`src/rtl/phase_pair_decoder.sv`:
```
// Decodes an A/B two-phase clock pair, sampled on i_clock, into phase index, step strobes,
// lock/stall/error status and a base-period counter. Define PHASE_PAIR_SYNC_EN for input synchronizers.
module phase_pair_decoder #(
  parameter int LOCK_COUNT  = 4,
  parameter int STALL_LIMIT = 64,
  parameter int COUNT_WIDTH = 16
) (
  input  logic                   i_clock,
  input  logic                   i_reset,
  input  logic                   i_phase_A,
  input  logic                   i_phase_B,
  input  logic                   i_clear_error,
  output logic [1:0]             o_phase,
  output logic                   o_step,
  output logic                   o_locked,
  output logic                   o_error,
  output logic                   o_stalled,
  output logic [COUNT_WIDTH-1:0] o_cycle_count
);

  localparam logic [1:0] ST_UNPRIMED = 2'd0;
  localparam logic [1:0] ST_HUNT     = 2'd1;
  localparam logic [1:0] ST_LOCKED   = 2'd2;

  localparam logic [7:0]  LOCK_TGT  = 8'(LOCK_COUNT);
  localparam logic [15:0] STALL_TGT = 16'(STALL_LIMIT);

  logic [1:0] pairIn;

`ifdef PHASE_PAIR_SYNC_EN
  // Priming waits until the first real sample has crossed both synchronizer stages and cur.
  localparam logic [1:0] PRIME_CYCLES = 2'd3;

  logic [1:0] sync1_q;
  logic [1:0] sync2_q;

  always_ff @(posedge i_clock) begin
    if (i_reset) begin
      sync1_q <= 2'b00;
      sync2_q <= 2'b00;
    end else begin
      sync1_q <= {i_phase_A, i_phase_B};
      sync2_q <= sync1_q;
    end
  end

  assign pairIn = sync2_q;
`else
  localparam logic [1:0] PRIME_CYCLES = 2'd1;

  assign pairIn = {i_phase_A, i_phase_B};
`endif

  logic [1:0]             state_q,   state_d;
  logic [1:0]             cur_q;
  logic [1:0]             prev_q,    prev_d;
  logic [1:0]             prime_q;
  logic [1:0]             phase_q,   phase_d;
  logic                   step_q,    step_d;
  logic                   error_q,   error_d;
  logic                   stalled_q, stalled_d;
  logic [7:0]             good_q,    good_d;
  logic [15:0]            stall_q,   stall_d;
  logic [COUNT_WIDTH-1:0] count_q,   count_d;

  logic [1:0] curIdx;
  logic [1:0] prevIdx;
  logic [1:0] delta;
  logic       pairChanged;
  logic       enteringLock;

  // Pair encoding (A,B): 00->0, 10->1, 11->2, 01->3.
  function automatic logic [1:0] phaseIndex(input logic [1:0] pair);
    logic [1:0] idx;
    case (pair)
      2'b00:   idx = 2'd0;
      2'b10:   idx = 2'd1;
      2'b11:   idx = 2'd2;
      default: idx = 2'd3;
    endcase
    return idx;
  endfunction

  assign curIdx      = phaseIndex(cur_q);
  assign prevIdx     = phaseIndex(prev_q);
  assign delta       = curIdx - prevIdx;
  assign pairChanged = (cur_q != prev_q);

  always_comb begin
    state_d      = state_q;
    prev_d       = prev_q;
    phase_d      = phase_q;
    step_d       = 1'b0;
    error_d      = i_clear_error ? 1'b0 : error_q;
    stalled_d    = stalled_q;
    good_d       = good_q;
    stall_d      = stall_q;
    count_d      = count_q;
    enteringLock = 1'b0;

    case (state_q)
      ST_UNPRIMED: begin
        if (prime_q == PRIME_CYCLES) begin
          prev_d  = cur_q;
          phase_d = curIdx;
          state_d = ST_HUNT;
        end
      end

      ST_HUNT, ST_LOCKED: begin
        prev_d  = cur_q;
        phase_d = curIdx;
        if (pairChanged) begin
          stall_d   = 16'd0;
          stalled_d = 1'b0;
          if (delta == 2'd1) begin
            step_d = 1'b1;
            if (state_q == ST_HUNT) begin
              if (good_q + 8'd1 == LOCK_TGT) begin
                state_d      = ST_LOCKED;
                good_d       = 8'd0;
                enteringLock = 1'b1;
              end else begin
                good_d = good_q + 8'd1;
              end
            end
            // A wrap into phase 0 counts even on the step that just achieved lock.
            if ((state_q == ST_LOCKED || enteringLock) && curIdx == 2'd0) begin
              count_d = count_q + COUNT_WIDTH'(1);
            end
          end else begin
            // Reverse (delta 3) and double change (delta 2) are both errors; a new error beats a clear.
            error_d = 1'b1;
            good_d  = 8'd0;
            state_d = ST_HUNT;
          end
        end else begin
          if (stall_q != STALL_TGT) begin
            stall_d = stall_q + 16'd1;
          end
          if (stall_d == STALL_TGT) begin
            stalled_d = 1'b1;
            good_d    = 8'd0;
            state_d   = ST_HUNT;
          end
        end
      end

      default: begin
        state_d = ST_UNPRIMED;
      end
    endcase
  end

  always_ff @(posedge i_clock) begin
    if (i_reset) begin
      state_q   <= ST_UNPRIMED;
      cur_q     <= 2'b00;
      prev_q    <= 2'b00;
      prime_q   <= 2'd0;
      phase_q   <= 2'd0;
      step_q    <= 1'b0;
      error_q   <= 1'b0;
      stalled_q <= 1'b0;
      good_q    <= 8'd0;
      stall_q   <= 16'd0;
      count_q   <= '0;
    end else begin
      state_q   <= state_d;
      cur_q     <= pairIn;
      prev_q    <= prev_d;
      phase_q   <= phase_d;
      step_q    <= step_d;
      error_q   <= error_d;
      stalled_q <= stalled_d;
      good_q    <= good_d;
      stall_q   <= stall_d;
      count_q   <= count_d;
      if (prime_q != PRIME_CYCLES) begin
        prime_q <= prime_q + 2'd1;
      end
    end
  end

  assign o_phase       = phase_q;
  assign o_step        = step_q;
  assign o_locked      = (state_q == ST_LOCKED);
  assign o_error       = error_q;
  assign o_stalled     = stalled_q;
  assign o_cycle_count = count_q;

endmodule

```
`config.mk`:
```
export PLATFORM = sky130hd
export DESIGN_NAME = phase_pair_decoder
export DESIGN_NICKNAME = d
export VERILOG_FILES = /design/src/rtl/phase_pair_decoder.sv
export SDC_FILE = /design/constraint.sdc
export NUM_CORES = 1
export LEC_CHECK = 0
export CAP_MARGIN = 10
export CORE_UTILIZATION = 30
export CTS_CLUSTER_DIAMETER = 200
export DETAILED_ROUTE_END_ITERATION = 10
export PLACE_DENSITY_LB_ADDON = 0.12
export SETUP_SLACK_MARGIN = 0.5
export SYNTH_ARGS = -nofsm -noshare
export SYNTH_HDL_FRONTEND = slang
export SYNTH_SLANG_ARGS = --single-unit
```
`constraint.sdc`:
```
create_clock -name i_clock -period 5 [get_ports i_clock]
set_input_delay 1 -clock i_clock [delete_from_list [all_inputs] [get_ports i_clock]]
set_output_delay 1 -clock i_clock [all_outputs]
set_load 0.01 [all_outputs]
```
# --- Word level (Yosys, flattened, before mapping) ---
# Index checks and enable logic that the tools add are counted.
totals:
  regBits: 53
  in_bits: 5
op_classes:
  n_addsub: 5
  n_eq_ne: 18
  muxes: 34
  bitwise: 2
  n_reduce_logical: 15
ops:
  columns: ["cell", "count"]
  rows:
  - ["two-way mux 16 bit", 4]
  - ["two-way mux 8 bit", 5]
  - ["adder 16 x 1 -> 16 bit, second input constant", 2]
  - ["== test 16 x 7 -> 1 bit, second input constant", 1]
  - ["two-way mux 2 bit", 8]
  - ["!= test 16 x 7 -> 1 bit, second input constant", 1]
  - ["two-way mux 1 bit", 12]
  - ["case mux 2 bit (2 select lines)", 3]
  - ["case mux 2 bit (3 select lines)", 2]
  - ["== test 2 bit, second input constant", 5]
  - ["adder 8 x 1 -> 8 bit, second input constant", 1]
  - ["== test 8 x 3 -> 1 bit, second input constant", 1]
  - ["logical NOT 2 bit", 4]
  - ["!= test 4 bit, second input constant", 2]
  - ["AND reduction 4 bit", 2]
  - ["== test 2 x 1 -> 1 bit, second input constant", 3]
  - ["AND reduction 2 bit", 2]
  - ["nonzero test 2 bit", 2]
  - ["!= test 3 x 2 -> 1 bit, second input constant", 1]
  - ["!= test 3 bit, second input constant", 1]
  - ["AND reduction 3 bit", 1]
  - ["OR reduction 3 bit", 1]
  - ["adder 2 x 1 -> 2 bit, second input constant", 1]
  - ["!= test 2 x 1 -> 1 bit, second input constant", 1]
  - ["7 further kinds", 8]

# --- Depth between registers and ports, before layout ---
# Gate-level depths: netlist of run 1.
logic_depth:
  ltp_word: 10
  mapped_depth: 11
  depth_no_buf: 10

# --- Least setup slack after synthesis of run 1 ---
# Ideal clock, no wire load.
synth_path:
  path_kind: "register -> register"
  start: "reg cur_q[0]"
  end: "reg count_q[13] (netlist: o_cycle_count[13])"
  arrival_time_ns: 2.506
  setup_slack_ns: 2.366
  path_stages_with_launch: 12
  path_buffers: 1
  cell_sequence: "dfxtp_1 inv_1 ha_1 inv_1 ha_1 xor3_1 nor3_2 nand3_1 clkbuf_1 nor4_1 xnor2_1 nor2_1"
synth_between:
  elab_chain_cells: 5
  elab_cells_between_ends: 10
  cone_classes: "add/sub: 1; eq/ne: 4; mux: 1; reduce/logical: 4"
synth_lines:
  columns: ["item", "line_no", "source"]
  rows:
  - ["start, declared", "55", "logic [1:0] cur_q;"]
  - ["start signal, assigned", "170", "cur_q <= pairIn;"]
  - ["== test 2 bit or logical NOT 2 bit (tied branches)", "75", "case (pair)"]
  - ["case mux 2 bit (3 select lines) (*)", "75", null]
  - ["via curIdx[0]", "66", "logic [1:0] curIdx;"]
  - ["subtractor 2 bit or logical NOT 2 bit (tied branches)", "86, 128", null]
  - ["== test 2 x 1 -> 1 bit or logical AND 1 bit (tied branches)", "116, 128", null]
  - ["AND reduction 4 bit (no line) (*)", null, null]
  - ["end signal, assigned", "178", "count_q <= count_d;"]
  - ["end, declared", "64", "logic [COUNT_WIDTH-1:0] count_q, count_d;"]
# The timed path passes the listed nets; every way through them passes the cells marked *.
# A chain may end at the register's enable or synchronous reset.

# --- Final worst setup path of run 1 ---
layout_path:
  start: "reg cur_q[0]"
  end: "reg count_q[15] (netlist: o_cycle_count[15])"
# Same word-level chain as after synthesis.

==> results of run 1 <==
-- flip-flops by register name (all words and copies together) (netlist names) --
| name | count |
|---|---|
| o_stalled | 1 |
| o_cycle_count | 16 |
| prev_q | 2 |
| o_error | 1 |
| o_phase | 2 |
| good_q | 8 |
| prime_q | 2 |
| o_step | 1 |
| stall_q | 16 |
| cur_q | 2 |
| state_q | 2 |
-- layout make-up --
| class | instances | area, um2 |
|---|---|---|
| well taps | 133 | 166 |
| multi-input cells | 302 | 1890 |
| clock buffers | 7 | 96.3 |
| flip-flops and latches | 53 | 1060 |
| repair buffers | 28 | 270 |
| inverters | 18 | 67.6 |
| clock inverters | 1 | 5.00 |
| fillers | 1065 | 6360 |
-- power by group --
part / internal (mW) / switching, mW
Sequential: 0.453 / 0.0263
Combinational: 0.149 / 0.254
Clock: 0.126 / 0.147
-- layer usage --
metal  vias up  part of all wire [%]  wire [um]  track usage, %
li1       1413                     -          -               -
met4         0                   1.2         89            3.78
met5         -                     0          0               0
met3         7                   3.5        257            2.77
met1      1304                    51       3780            19.3
met2        52                    44       3250            23.0
-- per-stage QoR --
step	hold slack (ns)	worst slack (ns)	instance area, um2
detailed placement	0.460	1.88	3450
global placement	0.460	1.98	3450
global route	0.498	1.53	3550
CTS	0.476	1.88	3550
floorplan	0.441	2.37	3110
finish	0.477	1.88	3550
-- kinds of logic after synthesis --
kind of cell | Yosys count | share of synthesized area, %
simple gates | 185 | 30.3
xor+xnor | 25 | 7.52
fa+ha+maj | 17 | 6.84
flops | 53 | 34.1
mux | 4 | 1.33
buf+inv | 40 | 5.27
compound gates | 71 | 14.6
-- critical path: stages, from the launching register on --
cell and delay, ns:
sky130_fd_sc_hd__dfxtp_1 0.43, sky130_fd_sc_hd__inv_1 0.07, sky130_fd_sc_hd__ha_1 0.31, sky130_fd_sc_hd__inv_1 0.06
sky130_fd_sc_hd__ha_1 0.14, sky130_fd_sc_hd__xor3_1 0.44, sky130_fd_sc_hd__nor3_2 0.31, sky130_fd_sc_hd__nand3_1 0.50
sky130_fd_sc_hd__nor2_1 0.44, sky130_fd_sc_hd__a21oi_1 0.10, sky130_fd_sc_hd__a31o_2 0.22
-- cells in the final DEF (no fill, tap or decap), drive strengths merged, types with 2 or more instances in the layout --
cell / n
nor2: 61
dfxtp: 53
nand2: 34
clkdlybuf4s50: 25
o21ai: 23
xnor2: 22
inv: 17
a21oi: 17
nand3: 17
ha: 17
nor3: 16
nor4: 15
a22oi: 8
clkbuf: 7
nor2b: 6
nand4: 6
and3: 5
a311oi: 5
and2: 4
or3: 4
and4: 3
mux2i: 3
nor4b: 3
buf: 3
xor2: 2
o22ai: 2
a31o: 2
a41oi: 2
nor3b: 2
nor4bb: 2
nand2b: 2
or4b: 2
a211oi: 2
clkinv: 2
-- worst paths after layout --
kind                                     to  cells after the start
max          o_cycle_count[15]$_SDFFE_PP0P_                     10
min                      o_error$_SDFF_PP0_                      2
max reg2reg  o_cycle_count[15]$_SDFFE_PP0P_                     10
min reg2reg              o_error$_SDFF_PP0_                      2
==> impl_metrics.py, run 1 <==
metrics = {
    "timing": {
        "report.final.setup_viol": 0,
        "worst-slew-pin-transition_ns": 0.756,
        "final_period_minus_worst_setup_slack_ns": 3.12,
        "worst_clock_skew_ns": 0.0108,
        "rsz_0062_raised_after_global_routing": "no",
        "fmax_mhz": 321,
        "tns_ns": 0,
        "final.period_utilization_pct": 62.3,
        "slew_limit_headroom_pct": 49.6,
        "timing.final.hold_violations": 0,
        "final-max-slew-violation-count": 0,
    },
    "clock_tree": {
        "cts_made_buffers": 5,
        "tritoncts_clock_tree": "built",
        "ctsHtreeMaxLevel": 2,
        "cts_setup_buffers": 0,
        "cts_num_sinks": 53,
        "clk_latency_ns": 0.31,
        "cts.root.buffer_cell": "sky130_fd_sc_hd__clkbuf_8",
        "ctsHoldBuffers": 0,
        "cts_resized": 0,
        "cts-root-to-sink-buffers": 2,
        "cts.clk_slew.worst_paths_ns": 0.10,
    },
    "setup_path": {
        "worst_setup_path_start_kind": "register",
        "critical_path_required_ns": 5.22,
        "timing.critical_path.fanout_max": 15,
        "timing.rr.start": "cur_q[0]$_SDFF_PP0_",
        "crit_end_element": "register",
        "arrival_ns": 3.33,
        "worst-r2r-setup-slack_ns": 1.88,
        "worst_setup_path_type": "reg2reg",
        "critical_path.startpoint": "cur_q[0]$_SDFF_PP0_",
    },
    "cells_and_area": {
        "finalCoreUtilization_pct": 35.8,
        "post_layout_nets": 430,
        "layout-drive-gt1-share_pct": 4.40,
        "layout.cells.non_filler": 542,
        "diodes": 0,
        "layout-area-overhead-vs-synth_pct": 14.2,
    },
    "yosys": {
        "synth.top_cell.area_share_pct": 34.1,
        "post_synth_num_cell_types": 56,
        "synth_enable_flop_cells": 0,
        "yosys_most_used_dff": "sky130_fd_sc_hd__dfxtp_1",
        "synth_top_cells_by_count": "sky130_fd_sc_hd__nor2_1, sky130_fd_sc_hd__dfxtp_1, sky130_fd_sc_hd__nand2_1, sky130_fd_sc_hd__xnor2_1, sky130_fd_sc_hd__o21ai_0",
        "syn_avg_cell_area_um2": 7.87,
        "ys_seq_area_share_pct": 34.1,
        "synthesized_netlist_net_count": 417,
        "synth_area_leaders": "sky130_fd_sc_hd__dfxtp_1, sky130_fd_sc_hd__nor2_1, sky130_fd_sc_hd__ha_1, sky130_fd_sc_hd__xnor2_1, sky130_fd_sc_hd__nand2_1",
        "synth_top_area_cell": "sky130_fd_sc_hd__dfxtp_1",
        "syn-cell-area_um2": 3110,
        "synth-async-reset-ratio_pct": 0,
        "synthCells": 395,
        "count_of_state_elements_after_synthesis": 53,
        "synth-warning-count": 0,
        "yosys.cell_count.top_type": "sky130_fd_sc_hd__nor2_1",
    },
    "floorplan": {
        "floorplan.die.width_um": 104,
        "start_util_pct": 31.4,
        "die-area_um2": 10800,
        "number_of_placement_rows": 36,
        "core_region_area_um2": 9910,
        "chipHeight_um": 104,
        "num_io_pins": 27,
    },
    "global_route": {
        "grt_pass1_wl_um": 12700,
        "grt_util_all_layers_pct": 14.3,
        "antenna_violations_before_repair": 0,
        "vias_in_the_first_global_route": 2629,
        "pin_count_of_the_biggest_net_entering_global_routing": 53,
        "grt_overflow": 0,
    },
    "detailed_routing": {
        "routed_wl_um": 7370,
        "post_detailed_route_wirelength_per_cell_um": 13.6,
        "drcViolationCount": 0,
        "post_drt_via_cell_ratio": 5.12,
        "detailedRoute.firstPassIterationCount": 4,
        "first_iter_violations": 89,
        "route.vias.total": 2776,
        "ant_nets": 0,
    },
    "pwr": {
        "post-layout-total-power_mw": 1.15,
        "power_per_cell_area_nw_per_um2": 325,
        "worst_ir_drop_vdd_mv": 0.125,
        "power.leakage_nw": 1.19,
    },
    "place": {
        "placed_cells_incl_taps": 534,
        "dp.final_hpwl_um": 4940,
        "gpl.final_weighted_congestion": 0.752,
        "io_buffer_count": 26,
    },
    "min_path": {
        "min_from": "o_error$_SDFF_PP0_",
        "min_path_type": "reg2reg",
    },
    "run_status": {
        "outcome": "finished, final reports clean",
    },
    "job": {
        "max_cap_viol_count": 0,
    },
}
(Power assumes the default switching activity.)
==> inputs of run 2 (changes only) <==
==> constraint.sdc (replaced) <==
create_clock -name i_clock -period 3.25 [get_ports i_clock]
set_input_delay 0.65 -clock i_clock [delete_from_list [all_inputs] [get_ports i_clock]]
set_output_delay 0.65 -clock i_clock [all_outputs]
set_load 0.01 [all_outputs]
==> run 2 against run 1 <==
  * Global-route usage shrank 0.082 points
  * Critical path depth shrank 1
  * First-iteration DRC count up 33%
  * Cell count increased by 0.92%
==> impl_metrics.py, run 2 (synthesis gave the netlist of run 1 again) <==
metrics = {
    "setup_path": {
        "worst_setup_path_type": "reg2reg",
        "timing.critical_path.fanout_max": 6,
        "crit_end_element": "register",
        "path_cells": "inv_1, ha_1, or4b_4, nor4_4, mux2i_1, a211oi_2, a21oi_2, nor3_2, mux2_1",
        "worst_setup_path_start_kind": "register",
        "critical_path_required_ns": 3.45,
        "crit_path_top_delay_cell": "sky130_fd_sc_hd__or4b_4",
        "cp_slowest_stage_delay_ns": 0.47,
        "arrival_ns": 2.81,
        "critPathBufInv": 1,
        "crit_family": "simple AND/OR/NAND/NOR gates",
    },
    "detailed_routing": {
        "routed_wl_um": 7630,
        "drcViolationCount": 0,
        "ant_nets": 0,
        "route.vias.total": 2776,
        "post_drt_via_cell_ratio": 5.07,
        "detailedRoute.firstPassIterationCount": 4,
        "post_detailed_route_wirelength_per_cell_um": 13.9,
        "first_iter_violations": 118,
    },
    "min_path": {
        "min_path_type": "reg2reg",
    },
    "timing": {
        "worst_clock_skew_ns": 0.0153,
        "timing.final.hold_violations": 0,
        "slew_limit_headroom_pct": 47.4,
        "final.period_utilization_pct": 80.4,
        "report.final.setup_viol": 0,
        "rsz_0062_raised_after_global_routing": "no",
        "worst-slew-pin-transition_ns": 0.789,
        "final_period_minus_worst_setup_slack_ns": 2.61,
        "fmax_mhz": 383,
        "hold-worst-slack_ns": 0.470,
        "tns_ns": 0,
        "final-max-slew-violation-count": 0,
    },
    "clock_tree": {
        "cts-root-to-sink-buffers": 2,
        "clk_latency_ns": 0.32,
        "cts_num_sinks": 53,
        "tritoncts_clock_tree": "built",
        "cts.root.buffer_cell": "sky130_fd_sc_hd__clkbuf_8",
        "ctsHtreeMaxLevel": 2,
        "cts.clk_slew.worst_paths_ns": 0.11,
        "cts_made_buffers": 5,
    },
    "global_route": {
        "grt_util_met3_pct": 2.64,
        "use_met2_pct": 22.5,
        "pin_count_of_the_biggest_net_entering_global_routing": 32,
        "grt_util_all_layers_pct": 14.2,
        "antenna_violations_before_repair": 0,
        "grt.met1_usage_pct": 19.4,
        "grt_pass1_wl_um": 12800,
        "vias_in_the_first_global_route": 2653,
        "grt_overflow": 0,
        "globalRoute.busiestLayer": "met2",
    },
    "floorplan": {
        "floorplan.die.width_um": 104,
        "number_of_placement_rows": 36,
        "start_util_pct": 31.4,
        "num_io_pins": 27,
        "chipHeight_um": 104,
        "die-area_um2": 10800,
        "core_region_area_um2": 9910,
    },
    "pwr": {
        "power.leakage_nw": 1.23,
        "power_per_cell_area_nw_per_um2": 484,
        "worst_ir_drop_vdd_mv": 0.229,
    },
    "cells_and_area": {
        "n_fill_cell": 1051,
        "most_common_library_cell_in_the_layout_ignoring_fill_and_taps": "sky130_fd_sc_hd__nor2_1",
        "layout-area-overhead-vs-synth_pct": 20.3,
        "layout-drive-gt1-share_pct": 11.8,
        "post_layout_nets": 435,
        "diodes": 0,
        "layout_common_cells": "sky130_fd_sc_hd__nor2_1, sky130_fd_sc_hd__dfxtp_1, sky130_fd_sc_hd__nand2_1",
        "post-route-cell-area_um2": 3740,
    },
    "place": {
        "placed_cell_area_um2": 3470,
        "io_buffer_count": 26,
        "gpl.final_weighted_congestion": 0.760,
        "dp.final_hpwl_um": 5130,
    },
    "run_status": {
        "outcome": "finished, final reports clean",
    },
    "job": {
        "max_cap_viol_count": 0,
    },
}
==> run 2: changes by cell type in the layout (fill, tap and decap cells not counted), moves of 3 or more <==
cell | previous run | this run
sky130_fd_sc_hd__nor4_2 | 0 | 7
sky130_fd_sc_hd__buf_4 | 2 | 5
sky130_fd_sc_hd__nor4_1 | 14 | 6
sky130_fd_sc_hd__nor4b_1 | 3 | 0
sky130_fd_sc_hd__dfxtp_1 | 53 | 49
sky130_fd_sc_hd__nor4b_2 | 0 | 3
sky130_fd_sc_hd__clkinvlp_4 | 0 | 3
==> run 2: through the flow <==
step                total power, mW  util [%]  setup WS, ns  cells
finish                         1.81      37.8         0.638    547
global route                   1.95      37.8         0.496    547
CTS                            1.80      36.4         0.465    545
detailed placement             1.39      35.1         0.404    537
global placement               1.38      35.1         0.474    537
floorplan                      1.22         -         0.616    395
==> run 2: worst reg2reg max path, delay by kind of cell (launching register included) <==
family | cells | cell delay, ns
AO/OA/AOI/OAI | 2 | 0.40
AND/OR/NAND/NOR | 3 | 1.04
adder cells (fa/ha/maj) | 1 | 0.13
multiplexers | 2 | 0.50
buffers and inverters | 1 | 0.08
flip-flops | 1 | 0.36
==> run 2: timing repair <==
item                                    4_1_cts  5_1_grt
gates resized for setup                       8       24
pin swaps                                     0        3
hold buffers                                  0        0
endpoints found under the setup margin       15       25
setup buffers                                 0        1
cloned                                        0        1
==> run 2: report_power, final <==
part | total, mW | switching, mW | internal (mW)
clock | 0.389 | 0.237 | 0.152
combinational | 0.686 | 0.420 | 0.266
sequential | 0.738 | 0.0410 | 0.697
total | 1.81 | 0.698 | 1.12
==> run 2: cell type report <==
class	instances	area [um2]	area share [%]
clock buffers	5	68.8	1.84
multi-input cells	302	2010	53.8
clock inverters	3	22.5	0.602
well taps	133	166	4.45
inverters	18	67.6	1.81
flip-flops and latches	53	1070	28.6
repair buffers	33	333	8.89
==> run 2: path summary, 6_finish.rpt <==
path         cells after the start  slack, ns                     from                       to
max                              9       0.64  stall_q[0]$_SDFFE_PP0N_  state_q[0]$_SDFFE_PP0P_
min                              2       0.47   good_q[7]$_SDFFE_PP0P_   good_q[7]$_SDFFE_PP0P_
max reg2reg                      9       0.64  stall_q[0]$_SDFFE_PP0N_  state_q[0]$_SDFFE_PP0P_
min reg2reg                      2       0.47   good_q[7]$_SDFFE_PP0P_   good_q[7]$_SDFFE_PP0P_
==> run 2: layer usage <==
metal	vias up	routed length (um)
met3	7	235
met4	0	91
met2	41	3370
met5	-	0
met1	1312	3940
li1	1416	-
